[config.mk]
export PLATFORM = sky130hd
export DESIGN_NAME = cordic_rr_sched
export DESIGN_NICKNAME = d
export VERILOG_FILES = /design/src/rtl/cordic_pkg.sv /design/src/rtl/cordic_rr_sched_arb.sv /design/src/rtl/cordic_rr_sched.sv
export SDC_FILE = /design/constraint.sdc
export NUM_CORES = 1
export LEC_CHECK = 0
export CAP_MARGIN = 20
export CORE_ASPECT_RATIO = 1.5
export CORE_MARGIN = 5
export CORE_UTILIZATION = 54
export CTS_BUF_LIST = sky130_fd_sc_hd__clkbuf_8
export DETAILED_ROUTE_END_ITERATION = 7
export GPL_TIMING_DRIVEN = 0
export HOLD_SLACK_MARGIN = 0.02
export PLACE_DENSITY = 0.89
export SYNTH_ARGS = -nofsm -noshare
export SYNTH_HDL_FRONTEND = slang
export SYNTH_SLANG_ARGS = --single-unit
[constraint.sdc]
create_clock -name clk -period 6.8 [get_ports clk]
set_input_delay 2.04 -clock clk [delete_from_list [all_inputs] [get_ports clk]]
set_output_delay 2.04 -clock clk [all_outputs]
set_load 0.1 [all_outputs]
[src/rtl/cordic_pkg.sv]
// Shared types and helpers for the CORDIC round-robin scheduler.
// The angle clamp keeps every issued angle inside the core's convergence range.
package cordic_pkg;

  localparam int DW        = 8;
  localparam int REQ_COUNT = 4;
  localparam int ID_W      = $clog2(REQ_COUNT);

  localparam logic signed [DW-1:0] ANGLE_MAX = 8'sd100;
  localparam logic signed [DW-1:0] ANGLE_MIN = -8'sd100;

  typedef struct packed {
    logic            valid;
    logic [ID_W-1:0] id;
    logic            sat;
  } sched_tag_t;

  typedef struct packed {
    logic [DW-1:0] angle;
    logic          sat;
  } sat_res_t;

  function automatic sat_res_t sat_angle(input logic signed [DW-1:0] a);
    sat_res_t r;
    r.angle = a;
    r.sat   = 1'b0;
    if (a > ANGLE_MAX) begin
      r.angle = ANGLE_MAX;
      r.sat   = 1'b1;
    end else if (a < ANGLE_MIN) begin
      r.angle = ANGLE_MIN;
      r.sat   = 1'b1;
    end
    return r;
  endfunction

endpackage

[src/rtl/cordic_rr_sched_arb.sv]
// Combinational round-robin arbiter: the first asserted request found by
// scanning cyclically upward from i_ptr wins.
module rr_arbiter #(
  parameter  int NUM_REQ = 4,
  localparam int IW      = $clog2(NUM_REQ)
) (
  input  logic [NUM_REQ-1:0] i_req,
  input  logic [IW-1:0]      i_ptr,
  output logic [NUM_REQ-1:0] o_grant,
  output logic [IW-1:0]      o_grant_idx,
  output logic               o_any
);

  localparam logic [IW:0] NREQ = (IW+1)'(NUM_REQ);

  logic [IW:0]   w_sum;
  logic [IW-1:0] w_idx;

  always_comb begin
    o_grant     = '0;
    o_grant_idx = '0;
    o_any       = 1'b0;
    w_sum       = '0;
    w_idx       = '0;
    for (int k = 0; k < NUM_REQ; k++) begin
      w_sum = {1'b0, i_ptr} + (IW+1)'(k);
      if (w_sum >= NREQ) w_sum = w_sum - NREQ;
      w_idx = w_sum[IW-1:0];
      if (!o_any && i_req[w_idx]) begin
        o_grant[w_idx] = 1'b1;
        o_grant_idx    = w_idx;
        o_any          = 1'b1;
      end
    end
  end

endmodule

[src/rtl/cordic_rr_sched.sv]
// Shares one pipelined CORDIC core among NUM_REQ requesters, one accept per
// cycle, and returns each result tagged with the owning requester index.
module cordic_rr_sched
  import cordic_pkg::*;
#(
  parameter  int DATA_WIDTH = 8,
  parameter  int NUM_REQ    = 4,
  parameter  int CORE_LAT   = 8,
  localparam int RID_W      = $clog2(NUM_REQ)
) (
  input  logic                          clk,
  input  logic                          rst,
  input  logic [NUM_REQ-1:0]            i_req_valid,
  input  logic [NUM_REQ*DATA_WIDTH-1:0] i_req_angle,
  output logic [NUM_REQ-1:0]            o_req_ready,
  output logic [DATA_WIDTH-1:0]         o_core_angle,
  input  logic [DATA_WIDTH-1:0]         i_core_cos,
  input  logic [DATA_WIDTH-1:0]         i_core_sin,
  output logic                          o_rsp_valid,
  output logic [RID_W-1:0]              o_rsp_id,
  output logic [DATA_WIDTH-1:0]         o_rsp_cos,
  output logic [DATA_WIDTH-1:0]         o_rsp_sin,
  output logic                          o_rsp_sat
);

  logic [NUM_REQ-1:0]    w_grant;
  logic [RID_W-1:0]      w_grant_idx;
  logic                  w_any;
  logic [DATA_WIDTH-1:0] w_sel_angle;
  sat_res_t              w_sat;

  logic [RID_W-1:0]      r_ptr;
  logic [DATA_WIDTH-1:0] r_core_angle;
  logic                  r_rsp_valid;
  logic [RID_W-1:0]      r_rsp_id;
  logic [DATA_WIDTH-1:0] r_rsp_cos;
  logic [DATA_WIDTH-1:0] r_rsp_sin;
  logic                  r_rsp_sat;

  // Stage 0 sits beside r_core_angle; stages 1..CORE_LAT follow the core.
  sched_tag_t            r_tags [CORE_LAT+1];

  rr_arbiter #(.NUM_REQ(NUM_REQ)) u_arb (
    .i_req       (i_req_valid),
    .i_ptr       (r_ptr),
    .o_grant     (w_grant),
    .o_grant_idx (w_grant_idx),
    .o_any       (w_any)
  );

  always_comb begin
    w_sel_angle = '0;
    for (int i = 0; i < NUM_REQ; i++) begin
      if (w_grant[i]) w_sel_angle = i_req_angle[i*DATA_WIDTH +: DATA_WIDTH];
    end
  end

  assign w_sat       = sat_angle(w_sel_angle);
  assign o_req_ready = rst ? '0 : w_grant;

  always_ff @(posedge clk or posedge rst) begin
    if (rst) begin
      r_ptr        <= '0;
      r_core_angle <= '0;
      for (int i = 0; i <= CORE_LAT; i++) r_tags[i] <= '0;
      r_rsp_valid  <= 1'b0;
      r_rsp_id     <= '0;
      r_rsp_cos    <= '0;
      r_rsp_sin    <= '0;
      r_rsp_sat    <= 1'b0;
    end else begin
      if (w_any) r_ptr <= (w_grant_idx == RID_W'(NUM_REQ-1)) ? '0 : w_grant_idx + 1'b1;
      r_core_angle <= w_any ? w_sat.angle : '0;
      r_tags[0]    <= '{valid: w_any, id: ID_W'(w_grant_idx), sat: w_any & w_sat.sat};
      for (int i = 1; i <= CORE_LAT; i++) r_tags[i] <= r_tags[i-1];
      r_rsp_valid  <= r_tags[CORE_LAT].valid;
      r_rsp_id     <= RID_W'(r_tags[CORE_LAT].id);
      r_rsp_sat    <= r_tags[CORE_LAT].sat;
      if (r_tags[CORE_LAT].valid) begin
        r_rsp_cos <= i_core_cos;
        r_rsp_sin <= i_core_sin;
      end
    end
  end

  assign o_core_angle = r_core_angle;
  assign o_rsp_valid  = r_rsp_valid;
  assign o_rsp_id     = r_rsp_id;
  assign o_rsp_cos    = r_rsp_cos;
  assign o_rsp_sin    = r_rsp_sin;
  assign o_rsp_sat    = r_rsp_sat;

endmodule

==> results of run 1 <==
[sequential cells by signal, indices dropped and copies added, names as in the netlist]
signal	cells
o_rsp_cos	8
o_rsp_valid	1
r_tags	36
r_ptr	2
o_rsp_id	2
o_rsp_sin	8
o_rsp_sat	1
o_core_angle	8
[routing by layer]
layer / part of all wire [%] / GRT usage [%]
met4: 2.7 / 9.26
met1: 37 / 24.1
met2: 53 / 36.9
met3: 7.3 / 3.90
met5: 0 / 0
[area by class of cell]
| class | instances | area, sq um |
|---|---|---|
| repair buffers | 86 | 858 |
| fillers | 429 | 1440 |
| well taps | 72 | 90.1 |
| flip-flops and latches | 66 | 1650 |
| inverters | 13 | 48.8 |
| clock buffers | 9 | 124 |
| clock inverters | 7 | 70.1 |
| plain buffers | 13 | 96.3 |
| multi-input cells | 152 | 1320 |
[cell usage after synthesis, types with 2 or more instances]
| cell | number |
|---|---|
| dfrtp_1 | 66 |
| nand2_1 | 17 |
| mux2_2 | 16 |
| inv_1 | 13 |
| mux2i_1 | 12 |
| ha_1 | 9 |
| nand3_1 | 8 |
| o31ai_1 | 8 |
| nor2_1 | 7 |
| o21ai_0 | 7 |
| nor3b_1 | 5 |
| a21oi_1 | 4 |
| a31oi_1 | 4 |
| buf_4 | 4 |
| buf_6 | 4 |
| o22ai_1 | 4 |
| a31oi_2 | 3 |
| and2_1 | 3 |
| mux4_2 | 3 |
| a21o_1 | 2 |
| a21oi_4 | 2 |
| a221oi_2 | 2 |
| and3b_1 | 2 |
| buf_2 | 2 |
| clkbuf_1 | 2 |
| nand2b_1 | 2 |
| nor2b_1 | 2 |
| nor3_1 | 2 |
| o21a_1 | 2 |
| or2_1 | 2 |
[metrics by stage]
stage,setup slack [ps],hold slack (ps),util (%)
6_report,103,342,74.8
2_1_floorplan,334,331,-
3_3_place_gp,-1020,333,71.2
5_1_grt,9.30,354,74.8
4_1_cts,-44.8,347,74.9
3_5_place_dp,-317,335,71.6
[cell families (layout without fill, tap and decap cells)]
group | count (synthesis) | in the layout | share of synthesized area [%]
compound gates | 51 | 51 | 15.0
mux | 32 | 32 | 12.3
fa+ha+maj | 9 | 9 | 3.61
simple gates | 60 | 60 | 11.5
buf+inv | 26 | 128 | 4.65
flops | 66 | 66 | 52.9
[report_power, final]
part | total (mW) | internal, mW | switching, mW
sequential | 0.580 | 0.532 | 0.0481
clock | 0.310 | 0.168 | 0.141
combinational | 1.52 | 0.549 | 0.970
[what timing repair did]
item / in CTS / in global routing
hold endpoints to repair: 0 / 0
gates resized for setup: 4 / 4
setup endpoints to repair: 4 / 2
cloned: 0 / 0
buffers inserted: 0 / 0
[worst reg2reg max path, delay by kind of cell, from the launching register on]
| kind | cells | cell delay (ps) |
|---|---|---|
| AO/OA/AOI/OAI | 5 | 1310 |
| adder cells (fa/ha/maj) | 2 | 690 |
| buffers and inverters | 4 | 950 |
| flip-flops | 1 | 510 |
| multiplexers | 1 | 310 |
| AND/OR/NAND/NOR | 5 | 800 |
[final timing paths]
kind                                 from         endpoint  slack (ps)  depth (start not counted)
max in group asynchronous             rst       r_tags[14]        4100                          3
setup / recovery           i_req_valid[2]   o_req_ready[2]         100                          7
setup reg to reg                 r_ptr[0]  o_core_angle[3]        2120                         17
hold reg to reg                r_tags[17]       r_tags[13]         340                          0
hold / removal                 r_tags[17]       r_tags[13]         340                          0
min in group asynchronous             rst         r_ptr[0]        2120                          2
==> out/metrics.csv, run 1 <==
stage,metric,value,unit
run,max cap viols,0,
place,detailed placer's ending HPWL,5750,microns
synthesis,Seq cells post-synth,66,
routing,Detail Route Antenna Nets,0,
synthesis,"Seq/Total Area, Yosys",52.9,%
global_routing,GRT Residual Overflow,0,
floorplan,initial core utilization,54.7,%
final_layout,"commonest non-fill, non-tap cell in the layout",clkdlybuf4s50_1,
place,Buffers on Ports,85,
power,power per cell area,565,nW/um^2
sta,Worst Skew,7.36,ps
run_status,status,"finished, final reports clean",
routing,DRT Wirelength,7330,microns
synthesis,synthesized area,3120,sq um
global_routing,gr usage total,20.7,%
synthesis,Syn. warnings,0,
synthesis,post-synthesis cell type count,55,
place,placed cell count,402,
global_routing,largest net degree at the start of global routing,49,
synthesis,Syn Inst Count,244,
floorplan,num ports,86,
cts,"Clk Latency, worst-skew pair",330,ps
routing,drt via density,5.40,
floorplan,die width,72.1,microns
global_routing,global-route wire length before repair,11600,microns
synthesis,prevailing post-synth register cell,dfrtp_1,
cts,CTS tree,yes,
setup_path,Worst EP required,4760,ps
sta,worst slew pin tran,1000,ps
routing,DRT iter0 DRCs,108,
synthesis,Yosys top cell by area,dfrtp_1,
sta,RSZ-0062 raised after global routing,no,
routing,Vias,2256,
synthesis,fraction of registers with async set/reset,100,%
final_layout,# nets final,404,
floorplan,area of the core,5700,sq um
cts,CTS sink cnt,66,
synthesis,Post-synth EDFFs,0,
setup_path,crit path kind,in2out,
synthesis,Area contributors post-synth,"dfrtp_1 (53%), mux2_2 (5.8%), mux2i_1 (3.9%)",
floorplan,Die Span Y,103,microns
cts,hold_buf cts,0,
setup_path,critical-path cell list,clkdlybuf4s50_1 -> mux4_2 -> nand3b_4 -> a21oi_4 -> nor3_4 -> nor2_1 -> dlygate4sd2_1,
routing,drt wl/cell,17.5,microns
final_layout,Synth-to-Final Area Change,36.6,%
routing,TritonRoute pass-1 iters,4,
setup_path,worst path bufs/invs,2,
global_routing,initial antenna violation count,0,
sta,min Tclk post-route,6700,ps
final_layout,ant diodes,0,
synthesis,Post-Syn Nets,307,
setup_path,CP endpoint kind,output port,
cts,root buf cell,clkbuf_8,
sta,Fin Setup TNS,0,ps
place,Routability Congestion,0.875,
final_layout,number of non-filler instances in the completed layout,418,
global_routing,vias in the first global route,2351,
sta,final period utilization,98.5,%
setup_path,Critical Path Source Type,primary input,
setup_path,WP data arrival,4660,ps
final_layout,"commonest non-fill, non-tap cells in the layout","clkdlybuf4s50_1 (81), dfrtp_1 (66), nand2_1 (17), mux2_2 (16)",
final_layout,"Design Area, Final",4260,sq um
floorplan,DIE AREA,7430,sq um
final_layout,layout cells sized above 1,21.4,%
power,Max VDD drop,0.000396,V
sta,slew margin rel.,33.0,%
sta,Final Hold Fails,0,
power,Total Power,2.41,mW
synthesis,mean post-synth cell area,12.8,sq um
cts,CTS Buf Count,9,
floorplan,row count,34,
synthesis,Yosys top cell area share,52.9,%
hold_path,Hold Crit Class,reg2reg,
place,placed cell areas,4080,sq um
cts,clock slew at the register clock pins of the worst setup and hold paths,70,ps
cts,htree depth,3,
routing,Residual DRC,0,
setup_path,"slowest stage cell, crit path",dlygate4sd2_1,
sta,fmax,149,MHz
sta,endpoints failing setup,0,
setup_path,crit-path max FO,8,
power,Leak,1.86,nW
setup_path,Top delay family on crit path,buffers and inverters,
setup_path,crit-path max cell delay,870,ps
sta,fin. max-slew vios,0,
cts,maximum root-to-sink buffer count,2,
(Power assumes the default switching activity.)
==> run 2, diff against run 1 <==
==> constraint.sdc (replaced) <==
create_clock -name clk -period 8.5 [get_ports clk]
set_input_delay 2.55 -clock clk [delete_from_list [all_inputs] [get_ports clk]]
set_output_delay 2.55 -clock clk [all_outputs]
set_load 0.1 [all_outputs]
==> run 2 against run 1 <==
  * Register-to-register slack better by 1700 ps
  * First-iteration DRC count up 2.8%
  * Final area up 0.29%
  * Critical endpoint is now o_req_ready[0]
  * Largest cell class unchanged
==> out/metrics.csv, run 2 (synthesized netlist as in run 1, its figures left out) <==
stage,metric,value,unit,change
run_status,status,"finished, final reports clean",,
sta,min Tclk post-route,8180,ps,
setup_path,crit-path max FO,10,,+2
hold_path,Hold Startpoint,r_tags[17],,
place,Routability Congestion,0.875,,unchanged
sta,endpoints failing setup,0,,unchanged
floorplan,DIE AREA,7430,sq um,unchanged
global_routing,global-route wire length before repair,11600,microns,unchanged
floorplan,num ports,86,,unchanged
setup_path,R2R depth,17,,unchanged
hold_path,Hold Crit Class,reg2reg,,
cts,maximum root-to-sink buffer count,2,,unchanged
sta,final period utilization,96.2,%,
floorplan,die width,72.1,microns,unchanged
setup_path,CP endpoint kind,output port,,
final_layout,"commonest non-fill, non-tap cells in the layout","clkdlybuf4s50_1 (85), dfrtp_1 (66), nand2_1 (17), mux2_2 (16)",,
cts,CTS Buf Count,9,,unchanged
cts,CTS sink cnt,66,,unchanged
place,detailed placer's ending HPWL,5750,microns,unchanged
power,sw frac,48.0,%,-0.15 points
setup_path,WP data arrival,5630,ps,+970 ps
sta,RSZ-0062 raised after global routing,no,,
routing,DRT Wirelength,7330,microns,about the same
setup_path,reg2reg start,r_ptr[0],,
power,Seq pwr share,24.0,%,about the same
cts,"Clk Latency, worst-skew pair",330,ps,about the same
global_routing,vias in the first global route,2351,,unchanged
sta,fmax,122,MHz,
sta,hold_ws,342,ps,-0.0700 ps
cts,hold_buf cts,0,,unchanged
final_layout,# nets final,404,,unchanged
setup_path,Setup crit start,i_req_valid[0],,
power,internal power,1.01,mW,-19%
routing,Detail Route Antenna Nets,0,,unchanged
floorplan,area of the core,5700,sq um,unchanged
hold_path,Min-Delay Path Depth,0,,unchanged
power,Comb pwr share,63.2,%,about the same
sta,fin. max-slew vios,0,,unchanged
final_layout,Synth-to-Final Area Change,37.0,%,
setup_path,Critical Path Source Type,primary input,,
routing,Residual DRC,0,,unchanged
routing,TritonRoute pass-1 iters,4,,unchanged
cts,root buf cell,clkbuf_8,,
cts,clock slew at the register clock pins of the worst setup and hold paths,70,ps,about the same
final_layout,ant diodes,0,,unchanged
routing,WL met3,507,microns,-5.8%
power,Clock power frac,12.8,%,about the same
final_layout,max reg flops,36,,unchanged
cts,CTS tree,yes,,
final_layout,"Most flops, register",r_tags,,
global_routing,initial antenna violation count,0,,unchanged
run,max cap viols,0,,unchanged
global_routing,gr usage total,20.7,%,unchanged
routing,drt wl/cell,17.5,microns,about the same
place,Buffers on Ports,85,,unchanged
power,Leak,1.85,nW,-0.51%
floorplan,initial core utilization,54.7,%,unchanged
setup_path,crit path kind,in2out,,
sta,worst slew pin tran,1000,ps,unchanged
cts,cells resized by post-CTS repair,0,,-4
routing,routed wl met2,3900,microns,-0.23%
global_routing,GRT Residual Overflow,0,,unchanged
sta,Fin Setup TNS,0,ps,unchanged
setup_path,Worst EP required,5950,ps,+1190 ps
power,switching pwr,929,uW,-20%
power,power per cell area,453,nW/um^2,-20%
sta,slew margin rel.,33.0,%,unchanged
final_layout,layout cells sized above 1,20.8,%,-0.58 points
cts,htree depth,3,,unchanged
routing,Vias,2256,,unchanged
sta,Worst Skew,7.38,ps,+0.0161 ps
sta,Final Hold Fails,0,,unchanged
final_layout,"commonest non-fill, non-tap cell in the layout",clkdlybuf4s50_1,,
cts,postcts setup bufs,0,,unchanged
routing,DRT met1 WL,2720,microns,+1.2%
global_routing,largest net degree at the start of global routing,49,,unchanged
routing,DRT iter0 DRCs,111,,+2.8%
floorplan,row count,34,,unchanged
power,Max VDD drop,0.000317,V,-20%
routing,max layer used,met4,,
routing,drt via density,5.40,,unchanged
floorplan,Die Span Y,103,microns,unchanged
## run 2: worst paths after layout
| path | endpoint | slack (ps) |
|---|---|---|
| max | o_req_ready[0] | 320 |
| min | r_tags[13] | 340 |
| max reg2reg | o_core_angle[3] | 3820 |
| min reg2reg | r_tags[13] | 340 |
| max in group asynchronous | r_tags[14] | 5290 |
| min in group asynchronous | r_ptr[0] | 2630 |
## run 2: power groups by stage
stage	registers [mW]	logic (mW)	clock network, mW
floorplan	0.670	0.752	0
global placement	0.464	1.19	0
detailed placement	0.471	1.22	0
CTS	0.466	1.22	0.257
global route	0.477	1.31	0.268
finish	0.464	1.22	0.248
## run 2: critical path, stage by stage
cell and delay [ps]:
clkdlybuf4s50_1 410, buf_2 180, mux4_2 610, a31o_2 270, a221oi_2 240, o2bb2ai_2 180
and2_1 210, clkdlybuf4s50_1 970
## run 2: metal layers
| metal | GRT usage, % | up-vias |
|---|---|---|
| met5 | 0 | - |
| met4 | 9.26 | 0 |
| met3 | 3.90 | 19 |
| li1 | - | 1062 |
| met1 | 24.1 | 1073 |
| met2 | 36.9 | 102 |
## run 2: layout make-up
| class | count | area (sq um) |
|---|---|---|
| repair buffers | 86 | 871 |
| flip-flops and latches | 66 | 1650 |
| multi-input cells | 152 | 1320 |
| plain buffers | 13 | 96.3 |
| fillers | 428 | 1430 |
| clock buffers | 9 | 124 |
| clock inverters | 7 | 70.1 |
| inverters | 13 | 48.8 |
| well taps | 72 | 90.1 |
## run 2: metrics by stage
| step | std cells | utilization [%] | instance area [sq um] | power [mW] | setup WS, ps |
|---|---|---|---|---|---|
| floorplan | 244 | - | 3120 | 1.42 | 1010 |
| global route | 418 | 75.0 | 4270 | 2.05 | 222 |
| detailed placement | 402 | 71.6 | 4080 | 1.69 | 363 |
| global placement | 401 | 71.2 | 4060 | 1.65 | -336 |
| CTS | 418 | 75.0 | 4270 | 1.95 | 353 |
| finish | 418 | 75.0 | 4270 | 1.94 | 320 |
==> run 3, diff against run 2 <==
--- a/config.mk
+++ b/config.mk
@@ -13,6 +13,7 @@
 export DETAILED_ROUTE_END_ITERATION = 7
 export GPL_TIMING_DRIVEN = 0
 export HOLD_SLACK_MARGIN = 0.02
+export MAX_ROUTING_LAYER = met4
 export PLACE_DENSITY = 0.89
 export SYNTH_ARGS = -nofsm -noshare
 export SYNTH_HDL_FRONTEND = slang
==> run 3 against run 2 <==
  * Via count up 2.3%
  * Die area stayed put
  * Largest cell class unchanged
  * Clock power is 8.1% lower
  * Highest routed layer unchanged
==> out/metrics.csv, run 3 (synthesized netlist as in run 1, its figures left out) <==
stage,metric,value,unit,change
routing,Residual DRC,0,,unchanged
routing,drt via density,5.52,,+2.3%
global_routing,global-route wire length before repair,12100,microns,+4.5%
setup_path,critical-path cell list,clkdlybuf4s50_1 -> buf_2 -> mux4_2 -> nor2b_1 -> o2bb2ai_2 -> and2_1 -> clkdlybuf4s50_1,,
sta,fmax,122,MHz,about the same
final_layout,"Most flops, register",r_tags,,
sta,Worst Skew,10.9,ps,+3.54 ps
setup_path,CP most frequent cell,clkdlybuf4s50_1,,
cts,hold_buf cts,0,,unchanged
setup_path,crit path kind,in2out,,
cts,htree depth,3,,unchanged
routing,drt wl/cell,18.0,microns,+2.7%
setup_path,RR Endpoint,o_core_angle[3],,
place,Buffers on Ports,85,,unchanged
power,Max VDD drop,0.000329,V,+3.7%
global_routing,gr usage total,22.1,%,+1.4 points
final_layout,# nets final,404,,unchanged
setup_path,crit-path max FO,10,,unchanged
routing,DRT iter0 DRCs,84,,-24%
place,Routability Congestion,0.894,,+2.2%
routing,TritonRoute pass-1 iters,4,,unchanged
run_status,status,"finished, final reports clean",,
power,Seq pwr share,24.1,%,about the same
setup_path,"slowest stage cell, crit path",clkdlybuf4s50_1,,
setup_path,R2R depth,17,,unchanged
setup_path,R2R setup slack,3710,ps,-110 ps
final_layout,"commonest non-fill, non-tap cells in the layout","clkdlybuf4s50_1 (85), dfrtp_1 (66), nand2_1 (17), mux2_2 (16)",,
place,DP Worst Slack,360,ps,-3.19 ps
cts,cells resized by post-CTS repair,0,,unchanged
final_layout,"commonest non-fill, non-tap cell in the layout",clkdlybuf4s50_1,,
floorplan,area of the core,5700,sq um,unchanged
run,max cap viols,0,,unchanged
cts,CTS Buf Count,9,,unchanged
final_layout,Synth-to-Final Area Change,36.5,%,
floorplan,num ports,86,,unchanged
cts,"Clk Latency, worst-skew pair",340,ps,about the same
setup_path,Setup crit start,i_req_valid[0],,
final_layout,ant diodes,0,,unchanged
setup_path,CP endpoint kind,output port,,
cts,clock slew at the register clock pins of the worst setup and hold paths,70,ps,about the same
power,Total Power,1.94,mW,+0.17%
sta,Final Hold Fails,0,,unchanged
setup_path,crit-path max cell delay,1140,ps,+170 ps
cts,CTS sink cnt,66,,unchanged
place,placed cell count,402,,unchanged
sta,fin. max-slew vios,0,,unchanged
sta,worst slew pin tran,999,ps,-3.80 ps
setup_path,reg2reg start,r_ptr[0],,
cts,root buf cell,clkbuf_8,,
global_routing,vias in the first global route,2489,,+5.9%
floorplan,DIE AREA,7430,sq um,unchanged
routing,DRT Wirelength,7530,microns,+2.7%
power,Leak,1.84,nW,-0.71%
sta,final period utilization,96.1,%,about the same
global_routing,GRT Residual Overflow,0,,unchanged
global_routing,largest net degree at the start of global routing,49,,unchanged
final_layout,register area,1650,sq um,unchanged
power,internal power,982,uW,-2.5%
final_layout,multi-input logic area,1320,sq um,unchanged
power,Comb pwr share,64.1,%,+0.9 points
setup_path,WP data arrival,5620,ps,about the same
floorplan,initial core utilization,54.7,%,unchanged
cts,maximum root-to-sink buffer count,2,,unchanged
cts,postcts setup bufs,0,,unchanged
setup_path,Worst EP required,5950,ps,about the same
final_layout,Fill cells,403,,-5.8%
sta,endpoints failing setup,0,,unchanged
cts,CTS tree,yes,,
place,detailed placer's ending HPWL,5920,microns,+3.0%
power,power per cell area,455,nW/um^2,+0.52%
power,sw frac,49.4,%,+1.4 points
routing,Vias,2307,,+2.3%
final_layout,max reg flops,36,,unchanged
final_layout,number of non-filler instances in the completed layout,418,,unchanged
sta,slew margin rel.,33.2,%,+0.25 points
final_layout,layout cells sized above 1,20.8,%,unchanged
global_routing,initial antenna violation count,0,,unchanged
power,switching pwr,957,uW,+3.1%
floorplan,row count,34,,unchanged
setup_path,Critical Path Source Type,primary input,,
power,Clock power frac,11.8,%,-1.0 points
floorplan,Die Span Y,103,microns,unchanged
sta,RSZ-0062 raised after global routing,no,,
routing,Detail Route Antenna Nets,0,,unchanged
sta,min Tclk post-route,8170,ps,-7.73 ps
sta,Fin Setup TNS,0,ps,unchanged
floorplan,die width,72.1,microns,unchanged
sta,final worst slack,327,ps,+7.73 ps
sta,hold_ws,345,ps,+3.51 ps
hold_path,Hold Crit Class,reg2reg,,
setup_path,Worst Setup EP,o_req_ready[0],,
-- run 3: cell types whose count changed in the layout (fill, tap and decap cells not counted) --
cell / previous run / this run
bufinv_16: 1 / 0
clkinv_2: 3 / 1
clkinv_4: 2 / 3
clkinvlp_4: 1 / 2
inv_6: 0 / 1
-- run 3: worst min-delay path by stage --
stage                              to  depth (start not counted)  startpoint
final                      r_tags[14]                          0  r_tags[18]
after global routing       r_tags[27]                          0  r_tags[31]
after CTS                  r_tags[14]                          0  r_tags[18]
after detailed placement   r_tags[27]                          0  r_tags[31]
after global placement    o_rsp_id[1]                          0   r_tags[2]
after floorplan           o_rsp_id[0]                          0   r_tags[1]
-- run 3: worst max-delay path: cells and delay by family --
family / cells / cell delay, ps
buffers and inverters: 3 / 1730
multiplexers: 1 / 600
AO/OA/AOI/OAI: 1 / 320
AND/OR/NAND/NOR: 2 / 400
-- run 3: cell type report --
class	count	area share (%)
Buffer	13	2.26
Timing Repair Buffer	86	20.4
Tap cell	72	2.12
Clock inverter	7	1.29
Inverter	13	1.15
Multi-Input combinational cell	152	31.1
Clock buffer	9	2.91
Sequential cell	66	38.8
-- run 3: power groups by stage --
stage	Clock, mW	Combinational [mW]	Sequential [mW]
2_1_floorplan	0	0.752	0.670
3_3_place_gp	0	1.19	0.464
3_5_place_dp	0	1.24	0.473
4_1_cts	0.235	1.24	0.470
5_1_grt	0.248	1.33	0.480
6_report	0.228	1.24	0.468
-- run 3: per-stage QoR --
step / cell area [sq um] / util (%)
detailed placement: 4080 / 71.6
finish: 4260 / 74.7
global route: 4260 / 74.7
CTS: 4260 / 74.7
global placement: 4060 / 71.2
floorplan: 3120 / -
-- run 3: routing by layer --
| layer | vias to the layer above | GRT usage (%) | routed length (microns) |
|---|---|---|---|
| met2 | 98 | 39.7 | 4140 |
| met4 | 0 | 9.26 | 174 |
| li1 | 1069 | - | - |
| met1 | 1124 | 23.6 | 2750 |
| met3 | 16 | 4.20 | 471 |
| met5 | - | - | 0 |
